--- src/rtl/memory_stage_unit_if.sv ---
// memory_stage_unit_if
//   Data-memory bus between the memory stage and a variable-latency data memory.
//   Handshake: the stage holds mem_req high with a stable address, data and write
//   flag until the memory returns a one-cycle mem_ack. mem_rdata is only
//   meaningful in the ack cycle.
// Ports (signals):
//   mem_req   stage -> memory  request
//   mem_we    stage -> memory  1 = write, 0 = read
//   mem_addr  stage -> memory  16-bit address
//   mem_wdata stage -> memory  16-bit store data
//   mem_rdata memory -> stage  16-bit load data
//   mem_ack   memory -> stage  completion pulse
interface memory_stage_unit_if;
  logic        mem_req;
  logic        mem_we;
  logic [15:0] mem_addr;
  logic [15:0] mem_wdata;
  logic [15:0] mem_rdata;
  logic        mem_ack;

  modport master (
    output mem_req, mem_we, mem_addr, mem_wdata,
    input  mem_rdata, mem_ack
  );

  modport slave (
    input  mem_req, mem_we, mem_addr, mem_wdata,
    output mem_rdata, mem_ack
  );
endinterface

--- src/rtl/memory_stage_unit.sv ---
// memory_stage_unit
//   Memory stage of the pipeline. Consumes the execute/memory (XM) register,
//   performs loads/stores over the req/ack data-memory bus, owns the
//   memory/writeback (MW) register and freezes upstream with stall while an
//   access is outstanding. Store data is forwarded from the MW writeback value.
// Ports:
//   clk, rst             clock, synchronous active-high reset
//   *_xm                 XM register fields (controls, write_reg, rt, alu_out,
//                        reg2, next_pc)
//   mem                  data-memory bus (master side)
//   stall                combinational upstream freeze
//   *_mw                 MW register contents
//   wb_data              combinational writeback value selected from MW fields
//
// state  | meaning
// -------+-----------------------------------------------------------------
// IDLE   | accept XM instruction; memory op latches request and stalls
// ACCESS | mem_req held with stable addr/data until mem_ack
// DONE   | retire the memory op into MW, release stall
module memory_stage_unit (
  input  logic                       clk,
  input  logic                       rst,
  input  logic                       mem_read_xm,
  input  logic                       mem_write_xm,
  input  logic                       mem_to_reg_xm,
  input  logic                       reg_write_xm,
  input  logic                       pcs_xm,
  input  logic                       hlt_xm,
  input  logic [3:0]                 write_reg_xm,
  input  logic [3:0]                 rt_xm,
  input  logic [15:0]                alu_out_xm,
  input  logic [15:0]                reg2_xm,
  input  logic [15:0]                next_pc_xm,
  memory_stage_unit_if.master        mem,
  output logic                       stall,
  output logic                       reg_write_mw,
  output logic                       mem_to_reg_mw,
  output logic                       pcs_mw,
  output logic                       hlt_mw,
  output logic [3:0]                 write_reg_mw,
  output logic [15:0]                alu_out_mw,
  output logic [15:0]                read_data_mw,
  output logic [15:0]                next_pc_mw,
  output logic [15:0]                wb_data
);

  typedef enum logic [1:0] {
    IDLE   = 2'd0,
    ACCESS = 2'd1,
    DONE   = 2'd2
  } state_t;

  state_t      state_q, state_d;

  logic        mem_op;
  logic        we_q;
  logic [15:0] addr_q;
  logic [15:0] wdata_q;
  logic [15:0] load_buf_q;
  logic        fwd_hit;
  logic [15:0] fwd_data;

  logic        latch_req;
  logic        capture_mw;
  logic        bubble_mw;
  logic        take_load;
  logic        retire_mem;

  assign mem_op = mem_read_xm | mem_write_xm;

  // Register 0 is never a real producer, so a MW write to it must not forward.
  assign fwd_hit  = reg_write_mw && (write_reg_mw != 4'd0) && (write_reg_mw == rt_xm);
  assign fwd_data = fwd_hit ? wb_data : reg2_xm;

  assign wb_data = pcs_mw        ? next_pc_mw   :
                   mem_to_reg_mw ? read_data_mw :
                                   alu_out_mw;

  assign mem.mem_req   = (state_q == ACCESS);
  assign mem.mem_we    = we_q;
  assign mem.mem_addr  = addr_q;
  assign mem.mem_wdata = wdata_q;

  always_ff @(posedge clk) begin
    if (rst) begin
      state_q <= IDLE;
    end else begin
      state_q <= state_d;
    end
  end

  always_comb begin
    state_d = state_q;
    case (state_q)
      IDLE:    if (mem_op) state_d = ACCESS;
      ACCESS:  if (mem.mem_ack) state_d = DONE;
      DONE:    state_d = IDLE;
      default: state_d = IDLE;
    endcase
  end

  always_comb begin
    stall      = 1'b0;
    latch_req  = 1'b0;
    capture_mw = 1'b0;
    bubble_mw  = 1'b0;
    take_load  = 1'b0;
    retire_mem = 1'b0;
    case (state_q)
      IDLE: begin
        stall      = mem_op;
        latch_req  = mem_op;
        capture_mw = ~mem_op;
        bubble_mw  = mem_op;
      end
      ACCESS: begin
        stall     = 1'b1;
        bubble_mw = 1'b1;
        take_load = mem.mem_ack & ~we_q;
      end
      DONE: begin
        capture_mw = 1'b1;
        retire_mem = 1'b1;
      end
      default: ;
    endcase
  end

  // Forwarding is resolved once, when the request is latched; the MW bubbles
  // that follow cannot disturb the store data already on the bus.
  always_ff @(posedge clk) begin
    if (rst) begin
      we_q          <= 1'b0;
      addr_q        <= '0;
      wdata_q       <= '0;
      load_buf_q    <= '0;
      reg_write_mw  <= 1'b0;
      mem_to_reg_mw <= 1'b0;
      pcs_mw        <= 1'b0;
      hlt_mw        <= 1'b0;
      write_reg_mw  <= '0;
      alu_out_mw    <= '0;
      read_data_mw  <= '0;
      next_pc_mw    <= '0;
    end else begin
      if (latch_req) begin
        addr_q  <= alu_out_xm;
        wdata_q <= fwd_data;
        we_q    <= mem_write_xm;
      end
      if (take_load) begin
        load_buf_q <= mem.mem_rdata;
      end
      if (capture_mw) begin
        reg_write_mw  <= reg_write_xm;
        mem_to_reg_mw <= mem_to_reg_xm;
        pcs_mw        <= pcs_xm;
        hlt_mw        <= hlt_xm;
        write_reg_mw  <= write_reg_xm;
        alu_out_mw    <= alu_out_xm;
        next_pc_mw    <= next_pc_xm;
      end else if (bubble_mw) begin
        reg_write_mw  <= 1'b0;
        mem_to_reg_mw <= 1'b0;
        pcs_mw        <= 1'b0;
        hlt_mw        <= 1'b0;
      end
      if (retire_mem) begin
        read_data_mw <= we_q ? 16'd0 : load_buf_q;
      end
    end
  end

endmodule

--- src/flat_wrapper.sv ---
// flat-port wrapper written by rule: the top's interface ports become plain ports
module memory_stage_unit_flat 
  (clk, rst, mem_read_xm, mem_write_xm, mem_to_reg_xm, reg_write_xm, pcs_xm, hlt_xm, write_reg_xm, rt_xm, alu_out_xm, reg2_xm, next_pc_xm, stall, reg_write_mw, mem_to_reg_mw, pcs_mw, hlt_mw, write_reg_mw, alu_out_mw, read_data_mw, next_pc_mw, wb_data, mem_mem_req, mem_mem_we, mem_mem_addr, mem_mem_wdata, mem_mem_rdata, mem_mem_ack);
  memory_stage_unit_if mem_i ();
  input  logic clk;
  input  logic rst;
  input  logic mem_read_xm;
  input  logic mem_write_xm;
  input  logic mem_to_reg_xm;
  input  logic reg_write_xm;
  input  logic pcs_xm;
  input  logic hlt_xm;
  input  logic [3:0] write_reg_xm;
  input  logic [3:0] rt_xm;
  input  logic [15:0] alu_out_xm;
  input  logic [15:0] reg2_xm;
  input  logic [15:0] next_pc_xm;
  output logic stall;
  output logic reg_write_mw;
  output logic mem_to_reg_mw;
  output logic pcs_mw;
  output logic hlt_mw;
  output logic [3:0] write_reg_mw;
  output logic [15:0] alu_out_mw;
  output logic [15:0] read_data_mw;
  output logic [15:0] next_pc_mw;
  output logic [15:0] wb_data;
  output wire logic [$bits(mem_i.mem_req)-1:0] mem_mem_req;
  output wire logic [$bits(mem_i.mem_we)-1:0] mem_mem_we;
  output wire logic [$bits(mem_i.mem_addr)-1:0] mem_mem_addr;
  output wire logic [$bits(mem_i.mem_wdata)-1:0] mem_mem_wdata;
  input wire logic [$bits(mem_i.mem_rdata)-1:0] mem_mem_rdata;
  input wire logic [$bits(mem_i.mem_ack)-1:0] mem_mem_ack;
  assign mem_mem_req = mem_i.mem_req;
  assign mem_mem_we = mem_i.mem_we;
  assign mem_mem_addr = mem_i.mem_addr;
  assign mem_mem_wdata = mem_i.mem_wdata;
  assign mem_i.mem_rdata = mem_mem_rdata;
  assign mem_i.mem_ack = mem_mem_ack;
  memory_stage_unit u_core (.clk(clk), .rst(rst), .mem_read_xm(mem_read_xm), .mem_write_xm(mem_write_xm), .mem_to_reg_xm(mem_to_reg_xm), .reg_write_xm(reg_write_xm), .pcs_xm(pcs_xm), .hlt_xm(hlt_xm), .write_reg_xm(write_reg_xm), .rt_xm(rt_xm), .alu_out_xm(alu_out_xm), .reg2_xm(reg2_xm), .next_pc_xm(next_pc_xm), .mem(mem_i), .stall(stall), .reg_write_mw(reg_write_mw), .mem_to_reg_mw(mem_to_reg_mw), .pcs_mw(pcs_mw), .hlt_mw(hlt_mw), .write_reg_mw(write_reg_mw), .alu_out_mw(alu_out_mw), .read_data_mw(read_data_mw), .next_pc_mw(next_pc_mw), .wb_data(wb_data));
endmodule
--- config.mk ---
export PLATFORM = sky130hd
export DESIGN_NAME = memory_stage_unit_flat
export DESIGN_NICKNAME = d
export VERILOG_FILES = /design/src/rtl/memory_stage_unit_if.sv /design/src/rtl/memory_stage_unit.sv /design/src/flat_wrapper.sv
export SDC_FILE = /design/constraint.sdc
export NUM_CORES = 1
export LEC_CHECK = 0
export BUFFER_PORTS_ARGS = -buffer_cell sky130_fd_sc_hd__buf_2
export CORE_ASPECT_RATIO = 0.7
export CORE_UTILIZATION = 52
export CTS_CLUSTER_SIZE = 24
export DETAILED_ROUTE_END_ITERATION = 7
export GPL_ROUTABILITY_DRIVEN = 0
export HOLD_SLACK_MARGIN = 0.1
export PLACE_DENSITY = 0.86
export RECOVER_POWER = 25
export SLEW_MARGIN = 5
export SYNTH_ARGS = -nofsm -noshare
export SYNTH_HDL_FRONTEND = slang
export SYNTH_SLANG_ARGS = --single-unit
--- constraint.sdc ---
create_clock -name clk -period 2.4 [get_ports clk]
set_clock_uncertainty 0.05 [all_clocks]
set_input_delay 0.36 -clock clk [delete_from_list [all_inputs] [get_ports clk]]
set_output_delay 0.36 -clock clk [all_outputs]
set_load 0.05 [all_outputs]
# == Word level (Yosys, flattened, before mapping) ==
# Cells that the tools add are included.
# word_totals
inputBits,81
register_bits,107
output_inout_bits,107
# op_classes
reduce_logical,6
eq_ne,5
n_mux,17
bitwise_logic,4
# ops
cell,count
two-way mux 16 bit,4
two-way mux 1 bit,8
== test 4 bit,1
two-way mux 2 bit,2
!= test 2 x 1 -> 1 bit (second input constant),2
case mux 1 bit (2 select lines),2
case mux 2 bit (2 select lines),1
nonzero test 4 bit,1
== test 2 x 1 -> 1 bit (second input constant),1
== test 2 bit (second input constant),1
logical AND 1 bit,2
logical NOT 2 bit,1
inverter 1 bit,2
AND reduction 2 bit,1
nonzero test 2 bit,1
bitwise AND 1 bit,1
bitwise OR 1 bit,1

# == Longest topological paths before layout ==
# Gate-level depths: netlist of run 1.
# depth
word_depth,4
ltp_mapped,6
depth_no_buf,4

# == Worst setup path after synthesis of run 1 ==
# Ideal clock, no wire load.
# synth_timing
kind,reg2reg
start,reg u_core.mem_to_reg_mw
end,reg u_core.wdata_q[10] (netlist: u_core.mem.mem_wdata[10])
t_required_ns,2.269
n_path_buf,2
t_arrival_ns,2.711
setup_slack_ns,-0.442
stages_incl_launch_ff,7
path_cell_list,dfxtp_1 > buf_4 > buf_6 > mux2i_1 > o21ai_0 > nor4_1 > a211oi_2
# synth_via
elab_chain_len,3
# synth_lines
item,line,source
from (decl),memory_stage_unit.sv:37,"output logic mem_to_reg_mw,"
from (signal assigned),memory_stage_unit.sv:156,mem_to_reg_mw <= mem_to_reg_xm;
two-way mux 16 bit,memory_stage_unit.sv:76,mem_to_reg_mw ? read_data_mw :
two-way mux 16 bit,memory_stage_unit.sv:75,assign wb_data = pcs_mw ? next_pc_mw :
via wb_data[10],flat_wrapper.sv:27,output logic [15:0] wb_data;
two-way mux 16 bit,memory_stage_unit.sv:73,assign fwd_data = fwd_hit ? wb_data : reg2_xm;
to (signal assigned),memory_stage_unit.sv:148,wdata_q <= fwd_data;
to (decl),memory_stage_unit.sv:58,logic [15:0] wdata_q;
# The timed path passes the listed nets, and every way through them passes these cells.
# A chain may end at the register's enable or synchronous reset.

# == Worst setup path in the final report of run 1 ==
# layout_timing
start,reg u_core.pcs_mw
end,out wb_data[11]
# layout_via
elab_chain_len,1
# layout_lines
item,line,source
from (decl),memory_stage_unit.sv:38,"output logic pcs_mw,"
from (signal assigned),memory_stage_unit.sv:157,pcs_mw <= pcs_xm;
two-way mux 16 bit,memory_stage_unit.sv:75,
to (decl),flat_wrapper.sv:27,
# No other way between the ends.

==> results.rst, run 1 <==
.. list-table::
   :header-rows: 1

   * - Metric
     - Value
   * - Vias in the first global route
     - about 4200
   * - Number of nets in the layout
     - about 800
   * - Initial antenna violation count
     - 0
   * - Port Buffer Count
     - 187
   * - Share of the core filled with cells
     - 70.34%
   * - CP required
     - between 1500 and 2000 ps
   * - Post-route ant nets
     - 0
   * - Standby leakage power
     - 2.325 nW
   * - Yosys warnings
     - 0
   * - Worst Path Arrival
     - 1800 ps
   * - Clock-pin transition on the worst setup and hold timing paths
     - 70 ps
   * - Setup repair bufs after CTS
     - 0
   * - Proportion of layout cells with a drive suffix above 1
     - 25.76%
   * - Class of the most critical hold timing path
     - input port to flip-flop
   * - Post-CTS sizing
     - 0
   * - Max_slew headroom
     - 21.68%
   * - Worst setup slack after layout
     - around 190 ps
   * - Type of destination of the critical path
     - primary output
   * - Number of top-level design ports
     - 188
   * - Min cycle time layout
     - 2215 ps
   * - Count of placed standard cells in the final layout, fillers left out
     - 823
   * - DP HPWL
     - 10.44 mm
   * - Main area contributors after synthesis
     - dfxtp_1 48%, nand2_1 13%, a21oi_1 9.3%
   * - Net Count, Synth
     - about 630
   * - Final Hold Vio Count
     - 0
   * - Die extent in x
     - 113.2 µm
   * - Max FO, Critical Path
     - 16
   * - First-pass GRT wire length
     - 21.53 mm
   * - Leading area contributor after synthesis
     - dfxtp_1
   * - Number of instances in the synthesized netlist
     - 551
   * - Worst Tran Pin Value
     - between 1000 and 1500 ps
   * - Max-capacitance violation count
     - 0
   * - Fill cell total of the finished layout
     - between 700 and 800
   * - Syn avg cell area
     - 8.170 µm²
   * - Type of the worst setup path
     - flip-flop to primary output
   * - Synthesized flop and latch total
     - 107
   * - Unrepaired setup endpoints after global routing
     - false
   * - Max Root-Sink Buffers
     - 2
   * - Number of optimization iterations in the first detailed-route pass
     - 5
   * - FP Rows
     - 27
   * - Count of unique library cells instantiated by Yosys
     - 34
   * - Synthesis-to-finish area growth
     - 26.68%
   * - Run status
     - completed
   * - Largest net degree at the start of global routing
     - 75
   * - Grt total ovfl
     - 0
   * - Clock insertion delay at the later pin of the skew report
     - 340 ps
   * - Max Freq
     - 451.5 MHz
   * - Clock tree from TritonCTS
     - yes
   * - Cell at the root of the clock tree
     - clkbuf_16
   * - Final setup violation count
     - 0
   * - Antenna diode count
     - 0
   * - Clk sinks
     - 107
   * - Seq/Total Area, Yosys
     - 47.58%
   * - Power per Cell Area
     - 771.4 mW/mm²
   * - Wire length per cell after detailed routing
     - 17.03 µm
   * - Core Region
     - slightly above 0.008 mm²
   * - Post-Syn Area
     - 0.004502 mm²
   * - Post-CTS Hold Buffers
     - 0
   * - Worst slack after detailed placement
     - slightly above 400 ps
   * - Pins Over Slew Limit
     - 0
   * - Placed insts
     - 807
   * - Effective utilization at floorplan
     - 55.52%
   * - Via density per instance
     - 5.597
   * - Detailed Route WL
     - approximately 14 mm
   * - Total global-route track usage
     - 30.89%
   * - Total DRC errors in the routed layout
     - 0
   * - Worst setup SP type
     - flip-flop
   * - Die Outline Area
     - between 0.009 and 0.01 mm²
   * - Max IR drop VDD
     - 0.0005053 V
   * - Share of the clock period used by the worst path
     - 92.28%
   * - Die Y
     - around 80 µm
   * - Number of DRC markers in iteration 0
     - 332
   * - Area fraction of the dominant cell type after synthesis
     - 47.58%
   * - Deepest level of the CTS H-tree
     - 3
   * - Total via count after detailed routing
     - approximately 4600
   * - Number of buffers inserted during clock tree synthesis
     - 9
[Yosys cell counts]
library cell  number
nor3_1             1
buf_4              1
buf_2             10
mux2i_1           16
buf_12             1
o21bai_2           1
nand4_4            1
and2_1             1
nor3b_1           16
a32oi_1            4
a21oi_1           84
xnor2_2            3
a21oi_4            1
o21bai_1          16
a211oi_1           6
nor2_1            43
buf_1              2
a2111oi_0          1
nand2_1          153
nor4_1            16
or2_2              1
clkbuf_1          28
nor3_2             1
or3_4              1
a211oi_2          10
or2_1              1
a22oi_1            1
dfxtp_1          107
o21ai_0           17
o21ba_2            1
nand3b_1           1
nand2b_1           1
buf_6              3
nor2b_1            1
[cells by family after synthesis]
group / synth area share, %
buffers and inverters: 4.975
and+or+nand+nor: 23.15
xor gates and xnor gates: 1.084
DFF: 47.58
muxes: 3.557
AOI/OAI and AO/OA: 19.65
[worst max-delay path, cell delays in order (launching register included)]
cell     delay (ps)
dfxtp_1         610
buf_4           290
nand2_1          60
o21ai_0         160
buf_2           340
[worst paths after layout]
path | slack (ps) | depth (start not counted) | end | from
max | 190 | 4 | wb_data[11] | u_core.pcs_mw$_SDFFE_PP0P_
min | 200 | 3 | u_core.reg_write_mw$_SDFFE_PP0P_ | reg_write_xm
max reg2reg | 320 | 3 | u_core.mem.mem_wdata[8]$_SDFFE_PP0P_ | u_core.state_q[1]$_SDFFE_PP0P_
min reg2reg | 410 | 2 | u_core.load_buf_q[10]$_SDFFE_PP0P_ | u_core.load_buf_q[10]$_SDFFE_PP0P_
[layout by cell type, fill, tap and decap left out, drive strengths merged]
cell type	count
o21ba	1
nor2b	1
buf	148
mux2i	16
clkinv	1
nor2	43
xnor2	3
nor3b	16
nand4	1
nor4	16
clkbuf	63
or2	2
o21bai	17
a32oi	4
a22oi	1
o21ai	17
inv	2
bufinv	1
nand3b	1
a21oi	85
dfxtp	107
nand2b	1
clkinvlp	1
a211oi	16
nor3	2
or3	1
and2	1
a2111oi	1
nand2	153
[power breakdown]
part           leakage, nW  internal (mW)  switching [mW]
registers            0.875           1.88          0.0802
logic                 1.30          0.231           0.710
clock network        0.147          0.845           0.656
[flip-flops by register name, indices dropped and copies added, names as in the netlist]
register and count:
u_core.alu_out_mw 16, u_core.hlt_mw 1, u_core.load_buf_q 16, u_core.mem.mem_addr 16, u_core.mem.mem_wdata 16, u_core.mem.mem_we 1, u_core.mem_to_reg_mw 1, u_core.next_pc_mw 16
u_core.pcs_mw 1, u_core.read_data_mw 16, u_core.reg_write_mw 1, u_core.state_q 2, u_core.write_reg_mw 4
[metrics by stage]
step                TNS [ps]  power, mW  hold slack, ps  instance area [µm²]
CTS                        0      4.425           200.0                 5768
finish                     0      4.399           201.8                 5703
global route               0      4.559           189.2                 5703
global placement           0      2.922           388.9                 5465
detailed placement         0      2.946           394.6                 5465
floorplan              -1250      2.669           381.5                 4509
[layout make-up]
type / instances / area (µm²) / area share [%]
repair buffers: 200 / 970.9 / 17.03
clock inverters: 5 / 60.06 / 1.053
clock buffers: 11 / 242.7 / 4.256
well taps: 101 / 126.4 / 2.216
flip-flops and latches: 107 / 2142 / 37.56
multi-input cells: 399 / 2161 / 37.89
[layer usage]
metal  up-vias  track usage [%]  part of all wire (%)
li1       2204                -                     -
met1      2154            40.11                    43
met2       233            50.92                    46
met3        15            9.188                   9.3
met4         0            6.711                   1.3
met5         -                0                     0
Power figures use the tool's default switching activity.
==> run 2: changes to the inputs <==
ABC_AREA = 1   (was default)
PLACE_DENSITY = 0.85   (was 0.86)
==> run 2 against run 1 <==
Sequential share of layout area down 0.33 points. First-iteration DRC count up 53%. Flip-flop and latch count did not move. Critical path type unchanged. Via count is 7.6% higher. Clock-buffer cell count grew 1. Highest routed layer unchanged. Non-clock buffer count shrank 7.
==> results.rst, run 2 <==
.. list-table::
   :header-rows: 1

   * - Metric
     - Value
   * - Standby leakage power
     - approximately 2.6 nW
   * - Multi-input combinational cell area
     - 0.002085 mm²
   * - Max Root-Sink Buffers
     - 2
   * - Number of DRC markers in iteration 0
     - 507
   * - Proportion of register bits with asynchronous set or reset after synthesis
     - 0%
   * - Final Hold Vio Count
     - 0
   * - Die Outline Area
     - 0.009270 mm²
   * - Effective utilization at floorplan
     - 54.04%
   * - Xor and xnor area share after synthesis
     - less than 1%
   * - Type of destination of the critical path
     - primary output
   * - Top_reg_cell synth
     - dfxtp_1
   * - Class of the most critical hold timing path
     - input port to flip-flop
   * - Combinational family with the most area after synthesis
     - simple AND/OR/NAND/NOR gates
   * - CP required
     - approximately 2000 ps
   * - Mux share of post-synthesis cell area
     - 0%
   * - Power per Cell Area
     - 785.7 mW/mm²
   * - Cell at the root of the clock tree
     - clkbuf_16
   * - Vias in the first global route
     - 4361
   * - Post-synthesis adder-cell area fraction
     - 0%
   * - Number of nets in the layout
     - 886
   * - Synthesis-to-finish area growth
     - 24.57%
   * - Cells on worst reg2reg path
     - 5
   * - Wire length per cell after detailed routing
     - roughly 15 µm
   * - Deepest level of the CTS H-tree
     - 3
   * - Simple-gate share of the synthesized area
     - 30.17%
   * - Leading area contributor after synthesis
     - dfxtp_1
   * - FP Rows
     - 28
   * - Run status
     - completed
   * - Detailed Route WL
     - 13.99 mm
   * - Clock-pin transition on the worst setup and hold timing paths
     - 70 ps
   * - Total via count after detailed routing
     - about 5000
   * - Hold WS
     - ~200 ps
   * - Net Count, Synth
     - 723
   * - Setup repair bufs after CTS
     - 0
   * - Dominant cell by count in the synthesized netlist
     - nand2_1
   * - Number of flops mapped to enable cells by yosys
     - 0
   * - Worst setup slack after layout
     - 127.4 ps
   * - DP HPWL
     - 10.65 mm
   * - Number of buffers inserted during clock tree synthesis
     - 9
   * - Largest net degree at the start of global routing
     - 52
   * - Die Y
     - 80.86 µm
   * - Hold_sp
     - mem_mem_ack
   * - First-pass GRT wire length
     - 21.53 mm
   * - Max Freq
     - ~440 MHz
   * - Port Buffer Count
     - 187
   * - Initial antenna violation count
     - 0
   * - Proportion of layout cells with a drive suffix above 1
     - 22.99%
   * - Area fraction of the dominant cell type after synthesis
     - 46.37%
   * - Post-Syn Area
     - 0.004619 mm²
   * - Number of stages on the worst hold path
     - 2
   * - Clk sinks
     - 107
   * - Worst Path Arrival
     - 1860 ps
   * - Syn avg cell area
     - 7.195 µm²
   * - Max_slew headroom
     - 56.53%
   * - Worst slack after detailed placement
     - 524.9 ps
   * - Via density per instance
     - 5.333
   * - Pins Over Slew Limit
     - 0
   * - Aggregate negative setup slack
     - 0 ps
   * - Cell area after layout
     - 0.005754 mm²
   * - Antenna diode count
     - 0
   * - Count of unique library cells instantiated by Yosys
     - 25
   * - Worst hold path endpoint
     - u_core.state_q[0]$_SDFFE_PP0P_
   * - Reg-to-Reg End
     - u_core.load_buf_q[7]$_SDFFE_PP0P_
   * - Die extent in x
     - 114.7 µm
   * - Clock insertion delay at the later pin of the skew report
     - 340 ps
   * - Min cycle time layout
     - about 2300 ps
   * - Seq/Total Area, Yosys
     - 46.37%
   * - Clock tree from TritonCTS
     - yes
   * - Launch point of the worst reg-to-reg path
     - u_core.state_q[0]$_SDFFE_PP0P_
   * - Worst setup SP type
     - flip-flop
   * - Grt total ovfl
     - 0
   * - Number of instances in the synthesized netlist
     - 642
   * - Synthesized flop and latch total
     - 107
   * - Number of optimization iterations in the first detailed-route pass
     - 5
   * - Main area contributors after synthesis
     - dfxtp_1 46%, nand2_1 18%, a21oi_1 12%
   * - Max-capacitance violation count
     - 0
   * - Combined flip-flop and latch cell area
     - approximately 0.0021 mm²
   * - Most common library cell in the layout ignoring fill and taps
     - nand2_1
   * - Placed Area
     - 0.005507 mm²
   * - Post-CTS sizing
     - 0
   * - Worst Tran Pin Value
     - ~650 ps
   * - Total DRC errors in the routed layout
     - 0
   * - Number of top-level design ports
     - 188
   * - Core Region
     - 0.008548 mm²
   * - Max IR drop VDD
     - 0.0005328 V
   * - Fill cell total of the finished layout
     - 796
   * - Post-CTS Hold Buffers
     - 0
   * - Max FO, Critical Path
     - 19
   * - Compound-Gate Fraction of Synth Area
     - 14.76%
   * - Post-route ant nets
     - 0
   * - Final setup violation count
     - 0
   * - Most used cells in the layout excluding fill and tap cells
     - 218 x nand2_1, 134 x buf_2, 107 x a21oi_1, 107 x dfxtp_1, 57 x nor2_1
   * - Yosys warnings
     - 0
   * - Type of the worst setup path
     - flip-flop to primary output
   * - Share of the core filled with cells
     - 67.32%
   * - Unrepaired setup endpoints after global routing
     - false
   * - Top post-synthesis cells by count
     - 218 x nand2_1, 107 x a21oi_1, 107 x dfxtp_1
   * - Share of the clock period used by the worst path
     - 94.69%
   * - Total global-route track usage
     - 30.28%
   * - Flop-to-flop setup slack
     - 560 ps
==> run 2: changes by cell type after synthesis, sizes merged, moves of 18 or more <==
cell,change
nand3,+53
clkbuf,-18
a21oi,+32
inv,+34
nand2,+68
==> run 2: area by class of cell <==
cell class	count	share of cell area, %
sequential	107	37.23
multi-input combinational	459	36.23
timing repair buffer	193	16.18
clock buffer	12	4.631
tap	120	2.609
inverter	35	2.327
clock inverter	3	0.8045
==> run 2: stage by stage <==
step,total power [mW],instances
floorplan,2.773,642
global placement,3.007,914
finish,4.521,929
CTS,4.542,929
global route,4.698,929
detailed placement,3.033,914
==> run 2: worst max path at each step <==
| stage | startpoint | to | slack (ps) | cells after the start |
|---|---|---|---|---|
| after CTS | u_core.mem_to_reg_mw$_SDFFE_PP0P_ | wb_data[15] | 150 | 4 |
| after detailed placement | u_core.mem_to_reg_mw$_SDFFE_PP0P_ | wb_data[15] | 520 | 4 |
| final | u_core.mem_to_reg_mw$_SDFFE_PP0P_ | wb_data[15] | 130 | 4 |
| after global routing | u_core.mem_to_reg_mw$_SDFFE_PP0P_ | wb_data[15] | 20 | 4 |
| after global placement | u_core.mem_to_reg_mw$_SDFFE_PP0P_ | wb_data[15] | 570 | 4 |
| after floorplan | u_core.mem_to_reg_mw$_SDFFE_PP0P_ | u_core.mem.mem_wdata[0]$_SDFFE_PP0P_ | 200 | 7 |
==> run 2: layer usage <==
metal,vias up,track usage (%),part of all wire [%]
met5,-,0,0
met4,0,10.13,2.1
met3,32,7.537,9.2
met2,241,49.33,46
met1,2292,39.54,43
li1,2389,-,-
==> run 2: logic make-up after synthesis <==
group | after synthesis
AOI/OAI and AO/OA | 122
xor gates and xnor gates | 1
buffers and inverters | 76
DFF | 107
and+or+nand+nor | 336
==> run 2: critical path: stages (launching register included) <==
cell and delay (ps):
dfxtp_1 510, inv_2 320, nand2_1 90, a21oi_1 280
buf_2 320
==> run 2: power breakdown <==
group	internal (mW)	total, mW	switching [mW]
clock network	0.891	1.54	0.645
logic	0.239	1.01	0.773
registers	1.88	1.97	0.0913
